`src/rtl/fetch_pkg.sv`:
```
// fetch_pkg: shared defaults, PC step helper and default-width queue entry for the fetch stage.
package fetch_pkg;
  localparam int ADDR_W_DEF = 32;
  localparam int INST_W_DEF = 32;
  localparam int DEPTH_DEF = 4;
  localparam logic [ADDR_W_DEF-1:0] RESET_PC_DEF = '0;
  function automatic int step_of(input int inst_w);
    return inst_w / 8;
  endfunction
  typedef struct packed {
    logic [ADDR_W_DEF-1:0] pc;
    logic [INST_W_DEF-1:0] inst;
  } fetch_entry_t;
endpackage

```
`src/rtl/fetch_fifo.sv`:
```
// fetch_fifo: in-order queue of fetched {pc, inst} entries with synchronous flush.
module fetch_fifo #(
  parameter int DEPTH = fetch_pkg::DEPTH_DEF,
  parameter type entry_t = fetch_pkg::fetch_entry_t,
  parameter entry_t RST_ENTRY = '0
) (
  input  logic                         clk,
  input  logic                         rst_n,
  input  logic                         push,
  input  logic                         pop,
  input  logic                         flush,
  input  entry_t                       din,
  output entry_t                       head,
  output logic [$clog2(DEPTH+1)-1:0]   count
);
  localparam int AW = $clog2(DEPTH);
  localparam int CW = $clog2(DEPTH+1);
  entry_t mem [DEPTH];
  logic [AW-1:0] rd, wr;
  assign head = mem[rd];
  always_ff @(posedge clk or negedge rst_n) begin
    if (!rst_n) begin
      rd <= '0;
      wr <= '0;
      count <= '0;
      for (int i = 0; i < DEPTH; i++) mem[i] <= RST_ENTRY;
    end else if (flush) begin
      rd <= '0;
      wr <= '0;
      count <= '0;
    end else begin
      if (push) mem[wr] <= din;
      wr <= push ? wr + AW'(1) : wr;
      rd <= pop ? rd + AW'(1) : rd;
      count <= count + CW'(push) - CW'(pop);
    end
  end
endmodule

```
`src/rtl/fetch_queue.sv`:
```
// fetch_queue: PC owner issuing sequential prefetches and buffering returned instructions for decode.
module fetch_queue import fetch_pkg::*; #(
  parameter int ADDR_W = ADDR_W_DEF,
  parameter int INST_W = INST_W_DEF,
  parameter int DEPTH = DEPTH_DEF,
  parameter logic [ADDR_W-1:0] RESET_PC = '0
) (
  input  logic              clk,
  input  logic              rst_n,
  output logic              imem_req_valid,
  input  logic              imem_req_ready,
  output logic [ADDR_W-1:0] imem_req_addr,
  input  logic              imem_rsp_valid,
  input  logic [INST_W-1:0] imem_rsp_data,
  input  logic              redirect_valid,
  input  logic [ADDR_W-1:0] redirect_addr,
  output logic              out_valid,
  input  logic              out_ready,
  output logic [INST_W-1:0] out_inst,
  output logic [ADDR_W-1:0] out_pc,
  output logic [ADDR_W-1:0] out_pc_next
);
  localparam logic [ADDR_W-1:0] STEP = ADDR_W'(step_of(INST_W));
  localparam int CW = $clog2(DEPTH+1);
  typedef struct packed {
    logic [ADDR_W-1:0] pc;
    logic [INST_W-1:0] inst;
  } entry_t;
  localparam entry_t RST_E = '{pc: RESET_PC, inst: '0};
  logic [ADDR_W-1:0] req_pc, rsp_pc, aligned;
  logic [CW-1:0] outstanding, drop, count, out_nxt;
  logic acc, push, pop;
  entry_t head;
  // Credits cover both queued and in-flight entries, so a response always finds room.
  assign imem_req_valid = rst_n && ({1'b0, count} + {1'b0, outstanding} < (CW+1)'(DEPTH));
  assign imem_req_addr = req_pc;
  assign acc = imem_req_valid && imem_req_ready;
  assign push = imem_rsp_valid && drop == '0 && !redirect_valid;
  assign pop = out_valid && out_ready && !redirect_valid;
  assign out_nxt = outstanding + CW'(acc) - CW'(imem_rsp_valid);
  assign aligned = redirect_addr & ~(STEP - ADDR_W'(1));
  assign out_valid = count != '0;
  assign out_inst = head.inst;
  assign out_pc = head.pc;
  assign out_pc_next = head.pc + STEP;
  always_ff @(posedge clk or negedge rst_n) begin
    if (!rst_n) begin
      req_pc <= RESET_PC;
      rsp_pc <= RESET_PC;
      outstanding <= '0;
      drop <= '0;
    end else begin
      outstanding <= out_nxt;
      req_pc <= redirect_valid ? aligned : acc ? req_pc + STEP : req_pc;
      rsp_pc <= redirect_valid ? aligned : push ? rsp_pc + STEP : rsp_pc;
      // Everything still in flight after a redirect belongs to the old path.
      drop <= redirect_valid ? out_nxt : (imem_rsp_valid && drop != '0) ? drop - CW'(1) : drop;
    end
  end
  fetch_fifo #(.DEPTH(DEPTH), .entry_t(entry_t), .RST_ENTRY(RST_E)) u_fifo (
    .clk(clk),
    .rst_n(rst_n),
    .push(push),
    .pop(pop),
    .flush(redirect_valid),
    .din('{pc: rsp_pc, inst: imem_rsp_data}),
    .head(head),
    .count(count)
  );
endmodule
```
`config.mk`:
```
export PLATFORM = sky130hd
export DESIGN_NAME = fetch_queue
export DESIGN_NICKNAME = d
export VERILOG_FILES = /design/src/rtl/fetch_pkg.sv /design/src/rtl/fetch_fifo.sv /design/src/rtl/fetch_queue.sv
export SDC_FILE = /design/constraint.sdc
export NUM_CORES = 1
export LEC_CHECK = 0
export CAP_MARGIN = 20
export CORE_ASPECT_RATIO = 1.75
export CORE_MARGIN = 5
export CORE_UTILIZATION = 51
export CTS_BUF_LIST = sky130_fd_sc_hd__clkbuf_16
export DETAILED_ROUTE_END_ITERATION = 10
export GPL_TIMING_DRIVEN = 0
export PLACE_DENSITY_LB_ADDON = 0.15
export RECOVER_POWER = 100
export SYNTH_ARGS = -nofsm -noshare
export SYNTH_HDL_FRONTEND = slang
export SYNTH_SLANG_ARGS = --single-unit
```
`constraint.sdc`:
```
create_clock -name clk -period 3.3 [get_ports clk]
set_clock_uncertainty 0.05 [all_clocks]
set_input_delay 0.66 -clock clk [delete_from_list [all_inputs] [get_ports clk]]
set_output_delay 0.66 -clock clk [all_outputs]
set_load 0.02 [all_outputs]
```
==> results.py <==
metrics = {
    "run_status": {
        "status": "complete, but fails checks",
        "violations": "capacitance limit, slew limit, setup timing",
    },
    "critical_path": {
        "slowest_stage": "dfrtp_2",
        "rr_startpoint": "u_fifo.count[2]",
        "crit_fanout": 6,
        "crit_chain": "buf_12, buf_12, mux4_2, ha_4, nand2b_1, o22ai_4, nand4_1, buf_6, nor4_4, xor2_2, buf_6",
        "rr_endpoint": "drop[2]",
        "critPathLaunch": "u_fifo.rd[0]",
        "cp_slowest_stage_delay_ns": 0.45,
        "critical_path_arrival_ns": 3.03,
        "crit_end": "out_pc_next[28]",
        "end_kind": "output port",
        "path_class": "reg -> out",
        "start_kind": "flip-flop",
        "reg2reg_depth": 12,
        "reg2reg_slack_ns": -0.04,
        "cp.required_ns": 2.59,
    },
    "route": {
        "antenna_left": 0,
        "vias_per_cell": 5.69,
        "routed_wl_mm": 39.1,
        "drc": 0,
        "vias": 10324,
        "wl_per_cell_um": 21.6,
        "drtPass1Iterations": 4,
        "drt-initial-drc-count": 447,
    },
    "global_routing": {
        "met2_usage_pct": 43.8,
        "antenna_found_initial": 0,
        "grt_pass1_wl_mm": 62.4,
        "grt_pass1_vias": 11252,
        "grt-ovfl-total": 0,
        "grt_busiest_layer": "met2",
        "grtUsageMet1_pct": 27.6,
        "gr-usage-met3_pct": 2.56,
        "track_usage_pct": 23.3,
        "grt_max_degree": 129,
    },
    "sta": {
        "rsz0062_at_grt": "true",
        "whs_ns": 0.450,
        "hold_viol": 0,
        "setup_viol": 36,
        "drv_slew": 296,
        "finalSetupTns_ns": -9.55,
        "worst_pin_slew_ns": 1.84,
        "final.period_utilization_pct": 113,
        "max-slew-margin-rel_pct": -22.5,
        "period_needed_ns": 3.74,
        "timing.fmax_mhz": 267,
        "setup_slack_ns": -0.442,
    },
    "synth": {
        "synth.distinct_cells": 53,
        "ys_ff_latch": 321,
        "yosysWarnings": 0,
        "synth-async-reset-ratio_pct": 100,
        "synth_compound_area_share_pct": 1.93,
        "yosys.area_share.adder_pct": 1.47,
        "seq_area_frac_synth_pct": 51.8,
        "synthFlopType": "dfrtp_1",
        "syn_avg_cell_area_um2": 13.7,
        "synthMuxAreaShare_pct": 29.1,
        "synth-simple-area-share_pct": 8.23,
        "synthesis.area_um2": 15500,
        "synth-edff-count": 0,
        "synth_top_family_by_area": "multiplexers",
        "synthCells": 1137,
        "synthXorXnorAreaFrac_pct": 4.51,
    },
    "clock_network": {
        "htreeDepth": 1,
        "clock_latency_ns": 0.56,
        "cts_root_buffer": "clkbuf_16",
        "cts_buffers": 29,
        "cts_tree": "done",
        "cts.sinks": 321,
        "cts.clk_slew.worst_paths_ns": 0.06,
        "cts_buffer_depth": 3,
    },
    "placement": {
        "gp_congestion": 0.857,
        "hpwl_mm": 27.5,
        "port_buffers": 190,
        "dpl_cell_area_um2": 18000,
        "dp_cells": 1721,
        "place_ws_ns": -1.16,
    },
    "die": {
        "row_count": 84,
        "die_y_um": 241,
        "fp.dieW_um": 142,
        "start_util_pct": 51.6,
        "core-area_um2": 30100,
        "dieArea_um2": 34200,
        "pin_count": 200,
    },
    "layout": {
        "design_area_um2": 19600,
        "finish.utilization_pct": 65.2,
        "nNetsFinal": 1493,
        "diodes": 0,
        "drive_gt1_share_pct": 35.9,
        "layout_commonest_cell": "dfrtp_1",
        "area_growth_pct": 26.2,
        "mostFrequentLayoutCells": "dfrtp_1, mux2_2, clkdlybuf4s50_1",
        "fin_cells": 1814,
    },
    "run": {
        "drv_cap": 4,
    },
    "power": {
        "fin_total_pwr_mw": 16.3,
        "p_sw_share_pct": 35.6,
        "pwr-share-seq_pct": 33.3,
        "ir_worst_vdd_uv": 500,
        "leakage_nw": 9.07,
        "power_density_nw_per_um2": 830,
        "p_int_mw": 10.5,
        "p_switching_mw": 5.78,
        "p_comb_share_pct": 45.6,
        "clockPowerShare_pct": 21.2,
    },
    "worst_hold_path": {
        "hold_path.class": "reg -> reg",
    },
}
-- worst min-delay path by stage --
stage	start	end	cells after the start
2_1_floorplan	rst_n	drop[0]	0
3_3_place_gp	u_fifo.mem[81]	u_fifo.mem[81]	1
6_report	u_fifo.mem[87]	u_fifo.mem[87]	1
3_5_place_dp	u_fifo.mem[104]	u_fifo.mem[104]	1
4_1_cts	rst_n	rsp_pc[28]	2
5_1_grt	u_fifo.mem[87]	u_fifo.mem[87]	1
-- kinds of logic (layout without fill, tap and decap cells) --
| logic type | count (synthesis) | count (layout) |
|---|---|---|
| compound gates | 49 | 49 |
| xor+xnor | 80 | 80 |
| fa+ha+maj | 17 | 17 |
| buf+inv | 100 | 385 |
| flops | 321 | 321 |
| mux | 340 | 340 |
| other cells | 1 | 6 |
| simple gates | 229 | 229 |
-- power by group through the flow --
| stage | registers [mW] | logic, mW | clock network, mW |
|---|---|---|---|
| final | 5.41 | 7.41 | 3.44 |
| after floorplan | 5.32 | 4.30 | 0 |
| after global placement | 5.42 | 7.08 | 0 |
| after detailed placement | 5.46 | 7.17 | 0 |
| after CTS | 5.40 | 7.53 | 3.52 |
| after global routing | 5.51 | 7.94 | 3.67 |
-- Yosys cell counts, types with 13 or more instances --
cell type	instances	share of area, %
a21oi_1	17	0.55
clkbuf_1	53	1.3
dfrtp_1	321	52
ha_1	15	1.2
inv_1	24	0.58
mux2_2	276	20
mux4_2	62	9.0
nand2_1	54	1.3
nand3_1	19	0.61
nand4_1	22	0.89
nor2_1	36	0.87
nor3_1	23	0.74
nor4_1	13	0.52
xnor2_1	51	2.9
xor2_1	29	1.6
-- cell type report --
class                           instances  area, µm²
Clock inverter                         23        225
Multi-Input combinational cell        721       7310
Tap cell                              387        484
Buffer                                 72        433
Clock buffer                           29        726
Fill cell                            2338      10500
Sequential cell                       321       8030
Inverter                               26       97.6
Timing Repair Buffer                  235       2280
-- critical path: cells and delay by family, from the launching register on --
| family | cells | cell delay (ns) |
|---|---|---|
| adder cells (fa/ha/maj) | 1 | 0.19 |
| flip-flops | 1 | 0.45 |
| XOR/XNOR | 1 | 0.18 |
| buffers and inverters | 4 | 0.61 |
| multiplexers | 1 | 0.41 |
| AND/OR/NAND/NOR | 3 | 0.44 |
| AO/OA/AOI/OAI | 1 | 0.18 |
-- sequential cells by signal, indices dropped and copies added (netlist names) --
register and cells:
u_fifo.mem 248, imem_req_addr 30, rsp_pc 30, drop 3, outstanding 3, u_fifo.count 3, u_fifo.rd 2, u_fifo.wr 2
-- per-layer routing --
layer  vias to the layer above  routed length [µm]  share of wire (%)
li1                       4669                   -                  -
met1                      5335               14700                 37
met2                       247               21500                 55
met3                        73                1500                3.8
met4                         0                1410                3.6
met5                         -                   0                  0
-- what timing repair did --
item / 4_1_cts / 5_1_grt
buffers inserted: 35 / 4
gates cloned: 3 / 0
endpoints found under the hold margin: 74 / 0
setup endpoints to repair: 82 / 54
pin swaps: 27 / 9
hold buffers: 1 / 0
resized for setup: 231 / 49
Note: power is estimated with default switching activity, not from simulation.
